File: config.mk
export PLATFORM = sky130hd
export DESIGN_NAME = recog_frame_sched
export DESIGN_NICKNAME = d
export VERILOG_FILES = /design/src/rtl/recog_frame_sched.sv
export SDC_FILE = /design/constraint.sdc
export NUM_CORES = 1
export LEC_CHECK = 0
export BUFFER_PORTS_ARGS = -buffer_cell sky130_fd_sc_hd__buf_4
export CAP_MARGIN = 20
export CORE_MARGIN = 2
export CORE_UTILIZATION = 57
export CTS_CLUSTER_SIZE = 30
export DETAILED_ROUTE_END_ITERATION = 8
export PLACE_DENSITY_LB_ADDON = 0.25
export SYNTH_ARGS = -nofsm -noshare
export SYNTH_HDL_FRONTEND = slang
export SYNTH_SLANG_ARGS = --single-unit
File: constraint.sdc
create_clock -name clk -period 2.7 [get_ports clk]
set_clock_uncertainty 0.1 [all_clocks]
set_input_delay 0.54 -clock clk [delete_from_list [all_inputs] [get_ports clk]]
set_output_delay 0.54 -clock clk [all_outputs]
set_load 0.005 [all_outputs]
File: src/rtl/recog_frame_sched.sv
// Frame-level sequencer for the digit-recognition pipeline: IDLE -> PROJ -> RECOG -> HOLD, with result stabilisation.
// Optional statistics counters (recog_count, timeout_count) are enabled with the RECOG_STAT_EN macro.
module recog_frame_sched #(
  parameter int STABLE_N    = 3,
  parameter int MAX_RETRY   = 4,
  parameter int HOLD_FRAMES = 2
) (
  input  logic       clk,
  input  logic       rst_n,
  input  logic       run,
  input  logic       frame_vsync,
  input  logic       project_done_flag,
  input  logic [3:0] digit_in,
  output logic [1:0] frame_cnt,
  output logic       proj_en,
  output logic       recog_en,
  output logic [3:0] digit,
  output logic       digit_valid,
  output logic       err,
  output logic       busy
`ifdef RECOG_STAT_EN
  ,
  output logic [15:0] recog_count,
  output logic [7:0]  timeout_count
`endif
);

  typedef enum logic [1:0] {IDLE, PROJ, RECOG, HOLD} state_t;

  localparam logic [3:0] STABLE_W = 4'(STABLE_N);
  localparam logic [3:0] RETRY_W  = 4'(MAX_RETRY);
  localparam logic [3:0] HOLD_W   = 4'(HOLD_FRAMES);
  localparam bit         HAS_HOLD = (HOLD_FRAMES > 0);

  state_t     state, state_n;
  logic       vsync_d, frame_start, done_seen, done_now;
  logic [3:0] retry_cnt, hold_cnt, cand, stable_cnt;
  logic [3:0] stable_nxt, cand_nxt;
  logic       publish;
  logic       clr_retry, inc_retry, set_err, clr_err, clr_hold, inc_hold, do_sample, to_idle;

  assign frame_start = frame_vsync & ~vsync_d;
  assign done_now    = done_seen | project_done_flag;
  assign busy        = (state != IDLE);

  // Result filter: an invalid sample breaks the run; a differing valid sample starts a new run.
  always_comb begin
    stable_nxt = 4'd1;
    cand_nxt   = cand;
    if (digit_in >= 4'd10) begin
      stable_nxt = 4'd0;
    end else if (digit_in == cand && stable_cnt != 4'd0) begin
      stable_nxt = (stable_cnt == 4'hF) ? 4'hF : stable_cnt + 4'd1;
    end else begin
      cand_nxt   = digit_in;
    end
    publish = (stable_nxt == STABLE_W);
  end

  always_comb begin
    state_n   = state;
    clr_retry = 1'b0;
    inc_retry = 1'b0;
    set_err   = 1'b0;
    clr_err   = 1'b0;
    clr_hold  = 1'b0;
    inc_hold  = 1'b0;
    do_sample = 1'b0;
    if (frame_start) begin
      case (state)
        IDLE: if (run) begin
          state_n   = PROJ;
          clr_retry = 1'b1;
          clr_err   = 1'b1;
        end
        PROJ: begin
          if (!run) begin
            state_n = IDLE;
          end else if (done_now) begin
            state_n = RECOG;
          end else if (retry_cnt + 4'd1 == RETRY_W) begin
            state_n = IDLE;
            set_err = 1'b1;
          end else begin
            inc_retry = 1'b1;
          end
        end
        RECOG: begin
          do_sample = 1'b1;
          if (!run) begin
            state_n = IDLE;
          end else if (HAS_HOLD) begin
            state_n  = HOLD;
            clr_hold = 1'b1;
          end else begin
            state_n   = PROJ;
            clr_retry = 1'b1;
          end
        end
        HOLD: begin
          if (!run) begin
            state_n = IDLE;
          end else if (hold_cnt + 4'd1 == HOLD_W) begin
            state_n   = PROJ;
            clr_retry = 1'b1;
          end else begin
            inc_hold = 1'b1;
          end
        end
        default: state_n = IDLE;
      endcase
    end
    to_idle = (state_n == IDLE) && (state != IDLE);
  end

  always_ff @(posedge clk) begin
    if (!rst_n) begin
      state       <= IDLE;
      vsync_d     <= 1'b1;
      done_seen   <= 1'b0;
      retry_cnt   <= 4'd0;
      hold_cnt    <= 4'd0;
      cand        <= 4'd0;
      stable_cnt  <= 4'd0;
      digit       <= 4'hF;
      digit_valid <= 1'b0;
      err         <= 1'b0;
      frame_cnt   <= 2'd0;
      proj_en     <= 1'b0;
      recog_en    <= 1'b0;
    end else begin
      state   <= state_n;
      vsync_d <= frame_vsync;
      if (frame_start)            done_seen <= 1'b0;
      else if (project_done_flag) done_seen <= 1'b1;
      if (clr_retry)      retry_cnt <= 4'd0;
      else if (inc_retry) retry_cnt <= retry_cnt + 4'd1;
      if (clr_hold)      hold_cnt <= 4'd0;
      else if (inc_hold) hold_cnt <= hold_cnt + 4'd1;
      if (set_err)      err <= 1'b1;
      else if (clr_err) err <= 1'b0;
      digit_valid <= do_sample & publish;
      if (do_sample && publish) digit <= cand_nxt;
      // The final RECOG sample still publishes before IDLE wipes the candidate.
      if (to_idle) begin
        cand       <= 4'd0;
        stable_cnt <= 4'd0;
      end else if (do_sample) begin
        cand       <= cand_nxt;
        stable_cnt <= publish ? 4'd0 : stable_nxt;
      end
      frame_cnt <= (state_n == PROJ) ? 2'd1 : (state_n == RECOG) ? 2'd2 : 2'd0;
      proj_en   <= (state_n == PROJ);
      recog_en  <= (state_n == RECOG);
    end
  end

`ifdef RECOG_STAT_EN
  always_ff @(posedge clk) begin
    if (!rst_n) begin
      recog_count   <= 16'd0;
      timeout_count <= 8'd0;
    end else begin
      if (do_sample && publish && recog_count != 16'hFFFF) recog_count <= recog_count + 16'd1;
      if (set_err && timeout_count != 8'hFF) timeout_count <= timeout_count + 8'd1;
    end
  end
`endif

endmodule

==> impl_metrics.json, run 1 <==
{
  "io-pin-count": 20,
  "status": "completed",
  "post-route-drc-count": 0,
  "layout_commonest_cell": "dfxtp_1",
  "min_period_over_period_pct": 87.3,
  "crit_arrival_ns": 2.49,
  "worst_pin_slew_ns": 0.554,
  "final_cell_mix": "dfxtp_1, buf_4, nor2_1",
  "antenna_found_initial": 0,
  "start_util_pct": 61.1,
  "path_clk_slew_ns": 0.09,
  "p_seq_share_pct": 50.1,
  "critical_path_class": "reg2reg",
  "swShare_pct": 21.6,
  "gr-total-overflow": 0,
  "cp.required_ns": 2.83,
  "post-cts-setup-buffers": 0,
  "syn_to_final_growth_pct": 13.5,
  "clock-sinks": 29,
  "p_switching_mw": 0.187,
  "report.final.hold_viol_count": 0,
  "endpoint_kind": "flip-flop",
  "grt_pass1_wl_mm": 5.95,
  "die_y_um": 59.1,
  "ctsRootBufferMaster": "clkbuf_4",
  "power.share.clock_pct": 43.4,
  "async_flop_share_pct": 0,
  "hp-class": "in2reg",
  "grt_start_max_net_pins": 23,
  "ys_warn_count": 0,
  "die_w_um": 59.1,
  "ctsHoldBuffers": 0,
  "cts_resized": 0,
  "vias": 1458,
  "fin_ws_ns": 0.342,
  "drt_wl_total_mm": 3.57,
  "cellPowerDensity_nw_per_um2": 440,
  "grt_pass1_vias": 1410,
  "ir_drop_mv": 0.387,
  "p_int_mw": 0.678,
  "fin_nets": 232,
  "dieArea_um2": 3490,
  "syn_area_um2": 1730,
  "via_per_inst": 5.95,
  "synth_flop_cell": "dfxtp_1",
  "rsz0062_at_grt": "false",
  "drt_first_iter_violations": 71,
  "cp-start-kind": "flip-flop",
  "syn_area_per_cell_um2": 8.96,
  "setup-tns-final_ns": 0,
  "pre_cts_ws_ns": 0.340,
  "routedWlPerCell_um": 14.6,
  "ys_seq_area_share_pct": 33.6,
  "dp.final_hpwl_mm": 2.67,
  "yosysUniqueCellTypes": 51,
  "rows": 19,
  "period_needed_ns": 2.36,
  "drt_pre_antenna_iters": 5,
  "synthCells": 193,
  "drv_slew": 0,
  "antenna_left": 0,
  "cts-buffers-inserted": 5,
  "slew_headroom_pct": 62.8,
  "synth_edf_count": 0,
  "layout-drive-gt1-share_pct": 18.7,
  "io_buffers": 19,
  "htreeDepth": 2,
  "cts_tree": "yes",
  "finalSetupViolCount": 0,
  "power_leakage_nw": 0.743,
  "design.core.area_um2": 2830,
  "fmax_mhz": 424,
  "grtUsageTotal_pct": 22.6,
  "cp_max_fo": 8,
  "diodes": 0,
  "gp_congestion": 0.893,
  "ys_ff_latch": 29,
  "clk_path_buf_depth": 2,
  "power_frac_comb_pct": 6.6,
  "maxCapViolCount": 0,
  "syn_nets": 212,
  "insertion_delay_ns": 0.33
}
kinds of logic (layout without fill, tap and decap cells):
group | count (synthesis) | after routing | synth area share [%]
simple gates | 79 | 79 | 27.4
xor+xnor | 10 | 10 | 5.06
mux | 8 | 8 | 4.78
flops | 29 | 29 | 33.6
buf+inv | 17 | 38 | 4.49
compound gates | 40 | 40 | 17.4
fa+ha+maj | 10 | 10 | 7.24
area by class of cell:
cell class              instances  area [um^2]
multi-input cells             147         1070
fillers                       229          866
flip-flops and latches         29          581
repair buffers                 20          150
clock buffers                   7         55.1
well taps                      31         38.8
inverters                      10         37.5
clock inverters                 1         30.0
worst max-delay path, stage by stage, from the launching register on:
cell,delay [ns]
dfxtp_1,0.46
inv_1,0.11
ha_1,0.32
inv_1,0.06
or4_1,0.54
nor4_4,0.36
nor3b_2,0.24
o21ai_1,0.07
worst paths after layout:
| kind | startpoint | endpoint | slack [ns] | depth (start not counted) |
|---|---|---|---|---|
| hold / removal | frame_vsync | vsync_d | 0.33 | 2 |
| setup / recovery | stable_cnt[0] | digit[2] | 0.34 | 7 |
| setup reg to reg | stable_cnt[0] | digit[2] | 0.34 | 7 |
| hold reg to reg | digit[0] | digit[0] | 0.38 | 2 |
layer usage:
metal,global-route usage [%],vias to the layer above,routed length (um)
met5,0,-,0
met4,11.4,0,53
met2,41.4,45,1930
met1,23.8,674,1380
met3,5.68,6,199
li1,-,733,-
cell usage after synthesis, types with 2 or more instances:
library cell  instances  area, um^2
nand2b_1              2        12.5
mux2_2                2        22.5
nor2b_1               8        50.1
xnor2_1               6        52.6
clkbuf_1              3        11.3
nand3b_1              2        15.0
inv_1                10        37.5
mux2i_1               6        60.1
a211oi_1              2        15.0
and2_1                2        12.5
o21ai_0               5        25.0
ha_1                 10         125
nor4b_2               2        30.0
o211ai_1              3        22.5
o21ai_1               3        15.0
a32oi_1               2        17.5
o21a_1                2        15.0
nor3_1                4        20.0
nand3_1               8        40.0
nor3b_1              10        75.1
nand2_1              14        52.6
a31oi_1               3        18.8
xor2_1                4        35.0
o31ai_2               2        25.0
nor2_1               16        60.1
nor4_1                2        12.5
buf_2                 2        10.0
dfxtp_1              29         581
a21oi_1               7        35.0
sequential cells by signal, indices dropped and copies added, names as in the netlist:
| register | flops |
|---|---|
| cand | 4 |
| digit | 4 |
| hold_cnt | 4 |
| retry_cnt | 4 |
| stable_cnt | 4 |
| frame_cnt | 2 |
| state | 2 |
| digit_valid | 1 |
| done_seen | 1 |
| err | 1 |
| recog_en | 1 |
| vsync_d | 1 |
power by group through the flow:
stage	logic (mW)	registers (mW)	clock network [mW]
after detailed placement	0.0562	0.443	0
final	0.0568	0.433	0.375
after global placement	0.0544	0.443	0
after global routing	0.0620	0.433	0.398
after CTS	0.0564	0.433	0.379
after floorplan	0.0316	0.442	0
metrics by stage:
step                total power [mW]  utilization, %  instance area (um^2)  std cells  hold slack (ns)
floorplan                      0.474               -                  1730        193            0.354
global placement               0.497            66.4                  1880        237            0.357
detailed placement             0.499            66.4                  1880        237            0.361
CTS                            0.868            69.4                  1960        245            0.326
global route                   0.893            69.4                  1960        245            0.345
finish                         0.864            69.4                  1960        245            0.333
(Power assumes the default switching activity.)
==> inputs of run 2 (changes only) <==
Settings changed: CORE_MARGIN 2 to unset.
==> impl_metrics.json, run 2 (synthesis gave the netlist of run 1 again) <==
{
  "drt_wl_total_mm": 3.49,
  "io-pin-count": 20,
  "violations": "DRC",
  "io_buffers": 19,
  "postPlaceCellArea_um2": 1880,
  "slowest_delay_ns": 0.53,
  "clk_path_buf_depth": 2,
  "period_needed_ns": 2.47,
  "grt_start_max_net_pins": 23,
  "die_w_um": 57.1,
  "grt_pass1_vias": 1398,
  "ctsRootBufferMaster": "clkbuf_4",
  "final_area_um2": 1930,
  "path_common_cell": "inv_1",
  "maxCapViolCount": 0,
  "antenna_found_initial": 0,
  "crit_chain": "inv_1 -> ha_1 -> inv_1 -> or4_1 -> nor4_4 -> mux2i_1 -> nand2_1",
  "post-cts-setup-buffers": 0,
  "start_util_pct": 61.6,
  "layout_commonest_cell": "dfxtp_1",
  "syn_to_final_growth_pct": 11.6,
  "cts_tree": "yes",
  "ctsHoldBuffers": 0,
  "worst_pin_slew_ns": 0.533,
  "diodes": 0,
  "post-route-drc-count": 2,
  "drt_pre_antenna_iters": 6,
  "report.final.hold_viol_count": 0,
  "cts-buffers-inserted": 5,
  "drv_slew": 0,
  "fin_nets": 232,
  "dp.final_hpwl_mm": 2.64,
  "cpLargestDelayFamily": "simple AND/OR/NAND/NOR gates",
  "gp_congestion": 0.947,
  "rows": 19,
  "slew_headroom_pct": 63.5,
  "layout-drive-gt1-share_pct": 18.7,
  "ir_drop_mv": 0.335,
  "via_per_inst": 6.02,
  "cp_max_fo": 8,
  "fin_total_pwr_mw": 0.733,
  "critPathSlowestCell": "or4_1",
  "insertion_delay_ns": 0.32,
  "critical_path_class": "reg2reg",
  "hp-class": "in2reg",
  "path_clk_slew_ns": 0.09,
  "cp_num_buf_inv": 2,
  "final_cell_mix": "dfxtp_1, buf_4, nor2_1",
  "antenna_left": 0,
  "fill_cells": 228,
  "cp.required_ns": 2.80,
  "clock-sinks": 29,
  "htreeDepth": 2,
  "status": "finished with violations",
  "design.core.area_um2": 2810,
  "routedWlPerCell_um": 14.2,
  "drt_first_iter_violations": 75,
  "grt_pass1_wl_mm": 5.78,
  "setup-tns-final_ns": 0,
  "vias": 1476,
  "rsz0062_at_grt": "false",
  "endpoint_kind": "flip-flop",
  "die_y_um": 57.1,
  "finalSetupViolCount": 0,
  "cp-start-kind": "flip-flop",
  "dieArea_um2": 3260,
  "power_leakage_nw": 0.729,
  "gr-total-overflow": 0,
  "cellPowerDensity_nw_per_um2": 380,
  "crit_arrival_ns": 2.57,
  "fmax_mhz": 406,
  "cts_resized": 0,
  "grtUsageTotal_pct": 23.0,
  "min_period_over_period_pct": 91.3
}
run 2: cell types whose count changed in the layout (fill, tap and decap cells not counted):
cell       before  now
clkinv_2        0    2
bufinv_16       1    0
clkbuf_8        1    0
run 2: per-stage QoR:
| step | instances | utilization (%) | hold slack (ns) | worst slack, ns |
|---|---|---|---|---|
| finish | 245 | 68.8 | 0.337 | 0.235 |
| global route | 245 | 68.8 | 0.345 | 0.0782 |
| CTS | 245 | 68.8 | 0.323 | 0.266 |
| detailed placement | 237 | 66.9 | 0.377 | 0.299 |
| global placement | 237 | 66.9 | 0.357 | 0.419 |
| floorplan | 193 | - | 0.354 | 0.582 |
run 2: final timing paths:
| kind | cells past startpoint | to | startpoint | slack [ns] |
|---|---|---|---|---|
| worst max-delay path | 7 | digit[0] | stable_cnt[0] | 0.23 |
| worst min-delay path | 2 | vsync_d | frame_vsync | 0.34 |
| worst max register to register | 7 | digit[0] | stable_cnt[0] | 0.23 |
| worst min register to register | 2 | digit[3] | digit[3] | 0.39 |
run 2: cell type report:
class / count / area (um^2) / area share (%)
Sequential cell: 29 / 581 / 30.1
Multi-Input combinational cell: 147 / 1070 / 55.5
Tap cell: 31 / 38.8 / 2.01
Clock buffer: 6 / 41.3 / 2.14
Timing Repair Buffer: 20 / 150 / 7.78
Clock inverter: 2 / 10.0 / 0.519
Inverter: 10 / 37.5 / 1.95
run 2: worst reg2reg max path, stage by stage (launching register included):
cell	delay [ns]
dfxtp_1	0.47
inv_1	0.11
ha_1	0.33
inv_1	0.06
or4_1	0.53
nor4_4	0.37
mux2i_1	0.28
nand2_1	0.08
run 2: per-layer routing:
| metal | up-vias | routed length (um) | GRT usage (%) |
|---|---|---|---|
| met4 | 0 | 50 | 11.1 |
| met2 | 40 | 1800 | 41.2 |
| met1 | 699 | 1470 | 25.4 |
| met3 | 6 | 161 | 5.67 |
| met5 | - | 0 | 0 |
| li1 | 731 | - | - |
run 2: where the power goes:
part | internal (mW) | total [mW] | switching (mW) | leakage, nW
sequential | 0.430 | 0.433 | 0.00239 | 0.234
clock | 0.0990 | 0.244 | 0.146 | 0.0320
combinational | 0.0261 | 0.0560 | 0.0299 | 0.463
==> inputs of run 3 (changes only) <==
Settings changed: CORE_UTILIZATION 57 to 39, MAX_ROUTING_LAYER set to met4.
==> impl_metrics.json, run 3 (synthesis gave the netlist of run 1 again) <==
{
  "min_period_over_period_pct": 86.8,
  "drv_slew": 0,
  "drt_first_iter_violations": 110,
  "drt_pre_antenna_iters": 4,
  "ctsHoldBuffers": 0,
  "fin_total_pwr_mw": 0.845,
  "antenna_found_initial": 0,
  "layout_commonest_cell": "dfxtp_1",
  "cellPowerDensity_nw_per_um2": 424,
  "path_clk_slew_ns": 0.06,
  "whs_ns": 0.379,
  "cts_resized": 0,
  "setup-tns-final_ns": 0,
  "vias": 1440,
  "worst_pin_slew_ns": 0.562,
  "gr-total-overflow": 0,
  "layout-drive-gt1-share_pct": 18.7,
  "finalSetupViolCount": 0,
  "cts_tree": "yes",
  "fin_nets": 233,
  "insertion_delay_ns": 0.28,
  "cp_max_fo": 8,
  "antenna_left": 0,
  "clock-sinks": 29,
  "via_per_inst": 5.45,
  "design.core.area_um2": 4120,
  "syn_to_final_growth_pct": 15.4,
  "dieArea_um2": 4700,
  "start_util_pct": 42.0,
  "rows": 23,
  "grt_pass1_wl_mm": 5.85,
  "power_leakage_nw": 0.746,
  "endpoint_kind": "flip-flop",
  "ctsRootBufferMaster": "clkbuf_8",
  "critPathSlowestCell": "or4_1",
  "die_w_um": 68.6,
  "post-route-drc-count": 0,
  "min_to": "digit[0]",
  "rr_worst_depth": 7,
  "path_common_cell": "inv_1",
  "cp_num_buf_inv": 2,
  "rsz0062_at_grt": "false",
  "slew_headroom_pct": 61.5,
  "fill_cells": 423,
  "critical_path_class": "reg2reg",
  "ir_drop_mv": 0.217,
  "post-cts-setup-buffers": 0,
  "final_cell_mix": "dfxtp_1, buf_4, nor2_1",
  "report.final.hold_viol_count": 0,
  "routedWlPerCell_um": 13.1,
  "crit_chain": "inv_1 -> ha_1 -> inv_1 -> or4_1 -> nor4_4 -> nor3b_2 -> o21ai_1",
  "diodes": 0,
  "htreeDepth": 2,
  "r2r_end": "digit[2]",
  "clk_path_buf_depth": 2,
  "r2r_start": "stable_cnt[0]",
  "hp-class": "reg2reg",
  "gp_congestion": 0.871,
  "dp.final_hpwl_mm": 2.58,
  "cts-buffers-inserted": 5,
  "maxCapViolCount": 0,
  "drt_wl_total_mm": 3.45,
  "crit_arrival_ns": 2.40,
  "io-pin-count": 20,
  "fmax_mhz": 427,
  "grt_start_max_net_pins": 23,
  "hp-start": "digit[0]",
  "min_path_cells": 2,
  "cpLargestDelayFamily": "simple AND/OR/NAND/NOR gates",
  "status": "completed",
  "die_y_um": 68.6,
  "io_buffers": 19,
  "cp.required_ns": 2.76,
  "grtUsageTotal_pct": 17.3,
  "grt_pass1_vias": 1307,
  "r2r_slack_ns": 0.36,
  "slowest_delay_ns": 0.52,
  "cp-start-kind": "flip-flop",
  "period_needed_ns": 2.34
}
run 3: changes by cell type in the layout (fill, tap and decap cells not counted), sizes merged:
| cell | change |
|---|---|
| clkbuf | +1 |
| clkinv | -2 |
| buf | +1 |
run 3: stage by stage:
| step | utilization [%] | area (um^2) | std cells | setup WS [ns] |
|---|---|---|---|---|
| floorplan | - | 1730 | 193 | 0.582 |
| global placement | 46.4 | 1910 | 257 | 0.330 |
| detailed placement | 46.4 | 1910 | 257 | 0.351 |
| CTS | 48.5 | 2000 | 264 | 0.338 |
| global route | 48.5 | 2000 | 264 | 0.175 |
| finish | 48.5 | 2000 | 264 | 0.355 |
run 3: per-layer routing:
metal | up-vias | part of all wire, % | GRT usage (%)
li1 | 725 | - | -
met1 | 678 | 48 | 21.5
met2 | 28 | 46 | 27.1
met3 | 9 | 4.6 | 4.44
met4 | 0 | 1.5 | 6.25
met5 | - | 0 | -
run 3: worst reg2reg max path, cell delays in order (launching register included):
cell and delay (ns):
dfxtp_1 0.46, inv_1 0.10, ha_1 0.32, inv_1 0.05
or4_1 0.52, nor4_4 0.36, nor3b_2 0.24, o21ai_1 0.06
run 3: cell type report:
class                   instances  area (um^2)  area share (%)
repair buffers                 21          158            7.90
flip-flops and latches         29          581            29.1
multi-input cells             147         1070            53.7
inverters                      10         37.5            1.88
clock buffers                   7         86.3            4.33
well taps                      50         62.6            3.13
run 3: report_power, final:
group / switching [mW] / total, mW / leakage [nW] / internal, mW
registers: 0.00219 / 0.433 / 0.234 / 0.431
logic: 0.0304 / 0.0565 / 0.467 / 0.0261
clock network: 0.154 / 0.356 / 0.0443 / 0.202
total: 0.187 / 0.845 / 0.746 / 0.659
run 3: how the worst max path moves through the flow:
stage,from,end,slack [ns],cells past startpoint
after global routing,stable_cnt[0],digit[3],0.17,7
after global placement,frame_vsync,digit[2],0.33,6
after detailed placement,stable_cnt[0],digit[2],0.35,7
after floorplan,stable_cnt[0],digit[2],0.58,7
final,stable_cnt[0],digit[2],0.36,7
after CTS,stable_cnt[0],digit[2],0.34,7
